$ cat src/rtl/apb_spi_fifo_regif.sv
// APB register interface for the SPI master: control/status registers, TX/RX FIFOs,
// run/wait/stop mode sequencing and the registered interrupt request.
module apb_spi_fifo_regif #(
  parameter int DW       = 8,
  parameter int TX_DEPTH = 4,
  parameter int RX_DEPTH = 4
) (
  input  logic          PCLK,
  input  logic          PRESET,
  input  logic [2:0]    PADDR,
  input  logic          PSEL,
  input  logic          PENABLE,
  input  logic          PWRITE,
  input  logic [DW-1:0] PWDATA,
  output logic [DW-1:0] PRDATA,
  output logic          PREADY,
  output logic          PSLVERR,
  input  logic          ss,
  input  logic          tip,
  input  logic [DW-1:0] miso_data,
  input  logic          receive_data,
  input  logic          send_ack,
  output logic [DW-1:0] mosi_data,
  output logic          send_data,
  output logic          mstr,
  output logic          cpol,
  output logic          cpha,
  output logic          lsbfe,
  output logic          spiswai,
  output logic [2:0]    sppr,
  output logic [2:0]    spr,
  output logic [1:0]    spi_mode,
  output logic          spi_interrupt_request
);

  localparam int TXAW = $clog2(TX_DEPTH);
  localparam int TXCW = TXAW + 1;
  localparam int RXAW = $clog2(RX_DEPTH);
  localparam int RXCW = RXAW + 1;
  localparam logic [TXCW-1:0] TX_FULL_CNT = TXCW'(TX_DEPTH);
  localparam logic [RXCW-1:0] RX_FULL_CNT = RXCW'(RX_DEPTH);

  typedef enum logic [1:0] {
    MODE_RUN  = 2'b00,
    MODE_WAIT = 2'b01,
    MODE_STOP = 2'b10
  } mode_e;

  logic [7:0]      r_cr1, r_cr2, r_br;
  logic            r_ovr, r_irq;
  mode_e           r_mode, w_modeNext;

  logic [DW-1:0]   r_txMem [TX_DEPTH];
  logic [TXAW-1:0] r_txRd, r_txWr;
  logic [TXCW-1:0] r_txCount;
  logic [DW-1:0]   r_rxMem [RX_DEPTH];
  logic [RXAW-1:0] r_rxRd, r_rxWr;
  logic [RXCW-1:0] r_rxCount;

  logic w_access, w_err, w_commit;
  logic w_cr1We, w_cr2We, w_brWe, w_srRd, w_flush;
  logic w_txPush, w_txPop, w_txEmpty, w_txFull;
  logic w_rxPush, w_rxPop, w_rxEmpty, w_rxFull, w_rxReq, w_ovrSet;
  logic w_spe, w_spie, w_sptie, w_ssoe, w_modfen, w_modf;
  logic [7:0]    w_sr, w_lvl, w_ctrlRd;
  logic [DW-1:0] w_rdData;

  assign w_spe    = r_cr1[6];
  assign w_spie   = r_cr1[7];
  assign w_sptie  = r_cr1[5];
  assign w_ssoe   = r_cr1[1];
  assign w_modfen = r_cr2[4];

  assign w_txEmpty = (r_txCount == '0);
  assign w_txFull  = (r_txCount == TX_FULL_CNT);
  assign w_rxEmpty = (r_rxCount == '0);
  assign w_rxFull  = (r_rxCount == RX_FULL_CNT);
  assign w_modf    = mstr & w_modfen & ~w_ssoe & ~ss;

  assign w_access = PSEL & PENABLE;
  assign PREADY   = w_access;

  always_comb begin
    w_err = 1'b0;
    case (PADDR)
      3'd0, 3'd1, 3'd2: w_err = PWRITE & tip;
      3'd3, 3'd4:       w_err = PWRITE;
      3'd5:             w_err = PWRITE ? w_txFull : w_rxEmpty;
      default:          w_err = 1'b1;
    endcase
  end

  assign PSLVERR  = w_access & w_err;
  assign w_commit = w_access & ~w_err;
  assign w_cr1We  = w_commit & PWRITE & (PADDR == 3'd0);
  assign w_cr2We  = w_commit & PWRITE & (PADDR == 3'd1);
  assign w_brWe   = w_commit & PWRITE & (PADDR == 3'd2);
  assign w_srRd   = w_commit & ~PWRITE & (PADDR == 3'd3);
  assign w_txPush = w_commit & PWRITE & (PADDR == 3'd5);
  assign w_rxPop  = w_commit & ~PWRITE & (PADDR == 3'd5);
  // Only a 1->0 transition of spe flushes; rewriting spe=0 leaves queued data alone.
  assign w_flush  = w_cr1We & w_spe & ~PWDATA[6];

  assign w_txPop  = send_ack & ~w_txEmpty;
  assign w_rxReq  = receive_data & (r_mode != MODE_STOP);
  // When full, an incoming word can only land if the APB side frees the head slot this cycle.
  assign w_rxPush = w_rxReq & (~w_rxFull | w_rxPop);
  assign w_ovrSet = w_rxReq & w_rxFull & ~w_rxPop;

  always_ff @(posedge PCLK) begin
    if (PRESET) begin
      r_cr1 <= 8'h04;
      r_cr2 <= 8'h00;
      r_br  <= 8'h00;
    end else begin
      if (w_cr1We) r_cr1 <= PWDATA[7:0];
      if (w_cr2We) r_cr2 <= PWDATA[7:0] & 8'h1B;
      if (w_brWe)  r_br  <= PWDATA[7:0] & 8'h77;
    end
  end

  always_ff @(posedge PCLK) begin
    if (w_txPush && !PRESET && !w_flush) r_txMem[r_txWr] <= PWDATA;
    if (w_rxPush && !PRESET && !w_flush) r_rxMem[r_rxWr] <= miso_data;
  end

  always_ff @(posedge PCLK) begin
    if (PRESET || w_flush) begin
      r_txRd    <= '0;
      r_txWr    <= '0;
      r_txCount <= '0;
    end else begin
      if (w_txPush) r_txWr <= r_txWr + 1'b1;
      if (w_txPop)  r_txRd <= r_txRd + 1'b1;
      case ({w_txPush, w_txPop})
        2'b10:   r_txCount <= r_txCount + 1'b1;
        2'b01:   r_txCount <= r_txCount - 1'b1;
        default: r_txCount <= r_txCount;
      endcase
    end
  end

  always_ff @(posedge PCLK) begin
    if (PRESET || w_flush) begin
      r_rxRd    <= '0;
      r_rxWr    <= '0;
      r_rxCount <= '0;
    end else begin
      if (w_rxPush) r_rxWr <= r_rxWr + 1'b1;
      if (w_rxPop)  r_rxRd <= r_rxRd + 1'b1;
      case ({w_rxPush, w_rxPop})
        2'b10:   r_rxCount <= r_rxCount + 1'b1;
        2'b01:   r_rxCount <= r_rxCount - 1'b1;
        default: r_rxCount <= r_rxCount;
      endcase
    end
  end

  // A fresh overrun outranks the clear-on-SR-read in the same cycle.
  always_ff @(posedge PCLK) begin
    if (PRESET) begin
      r_ovr <= 1'b0;
      r_irq <= 1'b0;
    end else begin
      if (w_ovrSet)    r_ovr <= 1'b1;
      else if (w_srRd) r_ovr <= 1'b0;
      r_irq <= (w_spie & (~w_rxEmpty | w_modf | r_ovr)) | (w_sptie & w_txEmpty);
    end
  end

  always_ff @(posedge PCLK) begin
    if (PRESET) r_mode <= MODE_RUN;
    else        r_mode <= w_modeNext;
  end

  always_comb begin
    w_modeNext = r_mode;
    case (r_mode)
      MODE_RUN:  if (!w_spe) w_modeNext = MODE_WAIT;
      MODE_WAIT: begin
        if (w_spe)        w_modeNext = MODE_RUN;
        else if (spiswai) w_modeNext = MODE_STOP;
      end
      MODE_STOP: begin
        if (w_spe)         w_modeNext = MODE_RUN;
        else if (!spiswai) w_modeNext = MODE_WAIT;
      end
      default:   w_modeNext = MODE_RUN;
    endcase
  end

  assign w_sr  = {~w_rxEmpty, r_ovr, w_txEmpty, w_modf, w_txFull, w_rxFull, 2'b00};
  assign w_lvl = {4'(r_rxCount), 4'(r_txCount)};

  always_comb begin
    w_ctrlRd = 8'h00;
    w_rdData = '0;
    case (PADDR)
      3'd0: w_ctrlRd = r_cr1;
      3'd1: w_ctrlRd = r_cr2;
      3'd2: w_ctrlRd = r_br;
      3'd3: w_ctrlRd = w_sr;
      3'd4: w_ctrlRd = w_lvl;
      default: w_ctrlRd = 8'h00;
    endcase
    if (PADDR == 3'd5) w_rdData = w_rxEmpty ? '0 : r_rxMem[r_rxRd];
    else               w_rdData = DW'(w_ctrlRd);
  end

  assign PRDATA = (w_access & ~PWRITE) ? w_rdData : '0;

  assign mosi_data = w_txEmpty ? '0 : r_txMem[r_txRd];
  assign send_data = ~w_txEmpty & w_spe & (r_mode != MODE_STOP);

  assign mstr    = r_cr1[4];
  assign cpol    = r_cr1[3];
  assign cpha    = r_cr1[2];
  assign lsbfe   = r_cr1[0];
  assign spiswai = r_cr2[1];
  assign sppr    = r_br[6:4];
  assign spr     = r_br[2:0];
  assign spi_mode = r_mode;
  assign spi_interrupt_request = r_irq;

endmodule

$ cat config.mk
export PLATFORM = sky130hd
export DESIGN_NAME = apb_spi_fifo_regif
export DESIGN_NICKNAME = d
export VERILOG_FILES = /design/src/rtl/apb_spi_fifo_regif.sv
export SDC_FILE = /design/constraint.sdc
export NUM_CORES = 1
export LEC_CHECK = 0
export ABC_AREA = 1
export BUFFER_PORTS_ARGS = -buffer_cell sky130_fd_sc_hd__buf_2
export CORE_ASPECT_RATIO = 1.5
export CORE_MARGIN = 2
export CORE_UTILIZATION = 57
export CTS_CLUSTER_DIAMETER = 150
export CTS_CLUSTER_SIZE = 30
export DETAILED_ROUTE_END_ITERATION = 16
export GPL_ROUTABILITY_DRIVEN = 0
export PLACE_DENSITY = 0.79
export SYNTH_ARGS = -nofsm -noshare
export SYNTH_HDL_FRONTEND = slang
export SYNTH_SLANG_ARGS = --single-unit
$ cat constraint.sdc
create_clock -name PCLK -period 2.85 [get_ports PCLK]
set_input_delay 0.7125 -clock PCLK [delete_from_list [all_inputs] [get_ports PCLK]]
set_output_delay 0.7125 -clock PCLK [all_outputs]
set_load 0.01 [all_outputs]
## After elaboration in Yosys (flattened, before gate mapping)

Memory sizes are Yosys's and may differ from the RTL's. A register that Yosys moved wholly into a read port is not among the register bits.
Cells that the tools add are included.

- RAM bits: 64
- Memories: 2
- Register bits after elaboration: 36
- Word-level logic and storage cells: 121
- Input bits: 28

Memory list:

| name | depth | bits a word | rd ports | clocked after Yosys merged registers in | write ports | RTL line | text |
|---|---|---|---|---|---|---|---|
| r_rxMem | 4 | 8 | 1 | 1 | 1 | 56 | `logic [DW-1:0] r_rxMem [RX_DEPTH];` |
| r_txMem | 4 | 8 | 1 | 1 | 1 | 53 | `logic [DW-1:0] r_txMem [TX_DEPTH];` |

- Equal/unequal tests: 17
- Add/subtract/negate cells: 8
- Bitwise gates (word level): 40
- Multiplexer cells: 25
- Reductions and logical operators: 17

Operators with widths:

| cell | number |
|---|---|
| 8-bit case mux with 5 select lines | 1 |
| 8-bit two-way mux | 4 |
| 1-bit bitwise AND | 27 |
| 2-bit two-way mux | 9 |
| 3-bit equality test (second input constant) | 4 |
| 3-bit case mux with 2 select lines | 2 |
| 3-bit zero test | 3 |
| 1-bit NOT | 9 |
| 2-bit by 1-bit adder with 2-bit output (second input constant) | 4 |
| 1-bit two-way mux | 7 |
| 3-bit by 1-bit adder with 3-bit output (second input constant) | 2 |
| 2-bit by 1-bit equality test with 1-bit output (second input constant) | 3 |
| 2-bit equality test (second input constant) | 3 |
| 3-bit by 2-bit equality test with 1-bit output (second input constant) | 2 |
| 3-bit != test (second input constant) | 2 |
| 2-bit case mux with 3 select lines | 1 |
| 2-bit nonzero test | 3 |
| 3-bit by 1-bit subtractor with 3-bit output (second input constant) | 2 |
| 1-bit logical AND | 4 |
| 2-bit != test (second input constant) | 2 |
| 1-bit OR | 4 |
| 3-bit by 1-bit equality test with 1-bit output (second input constant) | 1 |
| 1-bit case mux with 3 select lines | 1 |
| 3-bit AND reduction | 1 |
| 5 further kinds | 6 |

## Logic depth before layout (Yosys ltp)

- Word-level depth: 13
- Gate-level depth with buffers: 17

## Worst setup path before layout

No wires, ideal clock.

- Path type: input to register
- Start point: input port PADDR[0]
- End point: register r_txCount[2]
- Arrival: 2.436 ns
- Library setup time: 0.116 ns
- Stages: 17
- Path buffers: 0
- Path slack: 0.299 ns
- Path through: inv_1 nand2_2 nand2_1 nand3_1 nand2_1 clkinv_1 and2_4 nand2_8 nor2_4 inv_1 ha_1 inv_1 fa_1 a21oi_1 o21ai_0 xor2_1 nor2_1

- Cells in the longest elaborated chain, start to end: 10

Ends and longest elaborated chain:

| element | RTL line | text |
|---|---|---|
| start: declaration | 10 | `input logic [2:0] PADDR,` |
| parallel branches: the longest is 10 deep, another holds 3-bit by 1-bit equality test with 1-bit output | - |  |
| end signal: assignment | 136 | `2'b10: r_txCount <= r_txCount + 1'b1;` |
| end signal: assignment | 137 | `2'b01: r_txCount <= r_txCount - 1'b1;` |
| end signal: assignment | 138 | `default: r_txCount <= r_txCount;` |
| end: declaration | 55 | `logic [TXCW-1:0] r_txCount;` |

Several ways; the timed one is not identified.
A chain may end at the register's enable or synchronous reset.

## Final worst setup path

- Start point: input port PADDR[0]
- End point: output port PRDATA[0]

- Cells in the longest elaborated chain, start to end: 4

Ends and longest elaborated chain:

| element | RTL line | text |
|---|---|---|
| 3-bit equality test, or another cell as far along | 198 | `case (PADDR)` |
| 8-bit case mux with 5 select lines | 198 |  |
| 8-bit two-way mux * | 206 | `if (PADDR == 3'd5) w_rdData = w_rxEmpty ? '0 : r_rxMem[r_rxRd];` |
| 8-bit two-way mux * | 210 | `assign PRDATA = (w_access & ~PWRITE) ? w_rdData : '0;` |
| end: declaration | 15 | `output logic [DW-1:0] PRDATA,` |

Every way passes the cells marked *; elsewhere a longest branch is shown, timed or not.

==> run metrics <==
antenna viol nets, final=0; Max Clock Skew=0.00746 ns; final period utilization=94.6%; first drt pass iteration count=4; ys async rst share=0%; Fin Hold WS=0.503 ns; mean routed wirelength per cell=15.4 um; Via-to-Cell Ratio=5.47; power density cells=571 mW/mm^2; H-Tree Depth=3; Clock Latency Late Sink=0.35 ns; post-synthesis simple-gate area fraction=18.0%; initial antenna violation count=0; TritonCTS buffer count=9; share of cells above drive strength 1=20.2%; Worst Path Class, Setup=primary input to output port; final WL=10400 um; Max-slew headroom=64.9%; multiplexer share of the synthesized area=0%; pin count of the biggest net entering global routing=20; Final nets=603; Synth Area in Compound Gates=13.5%; Die ar.=0.00897 sq mm; required time of the critical path=2.14 ns; met1 WL=3970 um; CP peak stage delay=0.36 ns; crit path capture type=output port; Crit path top cell by count=inv_1; status=completed; max cap viols=0; Final min period=2.70 ns; mean post-synth cell area=9.57 sq um; number of enable flip-flop cells after synthesis=64; flop-to-flop setup slack=0.44 ns; Yosys warnings=0; Setup-failing EPs final=0; CP arrival=1.98 ns; cells after synthesis=489; 1st-iter DRT viols=306; Final Max Slew Viols=0; CTS tree=done; global route overflow=0; Post-Synth XOR/XNOR Area=0.748%; RSZ-0062 raised after global routing=no; VDD IR max=0.000486 V; Clock Tree Root=clkbuf_16; Post-Syn Area=0.00468 sq mm; clock-pin slew of the registers on the worst-case setup and hold paths=0.07 ns; crit start category=primary input; Crit path max-delay family=buffers and inverters; hpwl dp=7830 um; Leak Pwr=2.23 nW; initial core utilization=58.5%; met2 routed WL=5520 um; post-synthesis sequential area ratio=58.2%; Bufs on Longest Clock Path=2; critical path buffer and inverter count=5; area growth from synthesis to layout=18.0%; Synth Flop Type=edfxtp_1; Slew @ Worst Pin=0.526 ns; slowest CP cell=a221oi_1; Cell variety after synth=36; Die Width=78 um; CP Cell Sequence=buf_2 -> inv_1 -> nand2_2 -> inv_1 -> nand2_1 -> inv_1 -> a221oi_1 -> a21oi_1 -> buf_2; met3 WL=516 um; die height=115 um; setup TNS=0 ns; drt drc=0; min-delay worst type=flip-flop to flip-flop; Max Fclk=371 MHz; Synth Area in Adders=3.26%; final hold violations=0; row count=40; Buffers on Ports=60; global-route wire length before repair=16500 um; Tot GR Track Use=24.2%; count of hold-fix buffers inserted at cts=0; core area=0.00801 sq mm; syn nets=528; vias in the first global route=3499; Top Metal Used=met4; ANT cells=0; Vias=3686; Critical Path Fanout Max=7; FF+latch count, synth=104; IO Pins=61; clk sinks=104; largest family of logic cells by synthesized area=simple AND/OR/NAND/NOR gates
-- area by class of cell --
type	instances	area, sq um
Tap cell	105	131
Fill cell	618	2480
Clock buffer	11	275
Timing Repair Buffer	77	428
Sequential cell	104	2720
Inverter	63	238
Clock inverter	5	63.8
Multi-Input combinational cell	309	1670
-- worst paths after layout --
check                                  start      endpoint  cells after the start
worst max register to register  r_txCount[0]  r_txCount[2]                     15
worst max-delay path                PADDR[0]     PRDATA[0]                      9
worst min-delay path                r_cr1[7]      r_cr1[7]                      2
worst min register to register      r_cr1[7]      r_cr1[7]                      2
-- placed cells by master, fill, tap and decap left out, types with 2 or more instances in the layout --
master	instances
inv_1	59
nand2_2	3
buf_4	17
clkbuf_16	11
a211oi_1	4
nor2_1	80
xor2_1	3
a22oi_1	2
nand3_4	2
nor2_2	2
fa_1	2
nor3_1	8
nand2_1	52
a221oi_1	5
inv_6	2
dfxtp_1	39
edfxtp_1	64
o22ai_1	7
clkinv_2	2
nor2_4	6
o21ai_0	52
inv_2	2
buf_2	60
a21oi_1	40
ha_1	9
nand4_1	2
nand3_1	21
-- worst min-delay path: stages (launching register included) --
cell and delay, ns:
dfxtp_1 0.33, nand2_1 0.07, a21oi_1 0.06
-- routing by layer --
layer | up-vias | global-route usage (%)
met4 | 0 | 11.8
li1 | 1808 | -
met5 | - | 0
met3 | 28 | 5.10
met1 | 1718 | 26.2
met2 | 132 | 44.5
-- what timing repair did --
action	in CTS	in global routing
buffers inserted	0	0
endpoints found under the setup margin	0	2
gates resized for setup	0	2
-- state kept, by name (all words and copies together), names as in the netlist, named ones only --
register and flops:
r_cr1 8, spi_interrupt_request 1, r_rxWr 2, r_txRd 2, r_cr2 4, r_ovr 1
spi_mode 2, r_rxMem 32, r_txWr 2, r_txCount 3, r_rxCount 3, r_txMem 32
r_br 6, r_rxRd 2
-- cells by family (layout without fill, tap and decap cells) --
family,Yosys count,in the layout
XOR/XNOR,4,4
AND/OR/NAND/NOR,180,180
AO/OA/AOI/OAI,114,114
adder cells (fa/ha/maj),11,11
buffers and inverters,76,156
flip-flops,104,104
-- power breakdown --
group	internal [mW]	total (mW)	switching (mW)
Combinational	0.0620	0.183	0.121
Clock	0.798	1.34	0.546
Sequential	1.62	1.63	0.0149
Total	2.48	3.16	0.681
-- synth_stat cells, drive strengths merged (3+ instances only) --
library cell	number	area (sq um)
edfxtp	64	1920
a21oi	40	200
o22ai	7	43.8
nor2	89	398
nand2	56	234
nand3	24	150
dfxtp	40	801
inv	61	229
o21ai	53	277
buf	3	21.3
clkbuf	10	37.5
ha	9	113
nor3	8	40.0
a221oi	5	43.8
xor2	3	26.3
a211oi	4	30.0
-- metrics by stage --
stage	util [%]	power, mW	setup WS (ns)	std cells	cell area (sq um)
after floorplan	-	1.77	0.299	489	4680
after global placement	64.7	1.84	0.128	658	5180
after detailed placement	64.7	1.84	0.0574	658	5180
after CTS	69.0	3.17	0.156	674	5520
after global routing	69.0	3.25	0.0441	674	5530
final	69.0	3.16	0.153	674	5530
Note: power is estimated with default switching activity, not from simulation.
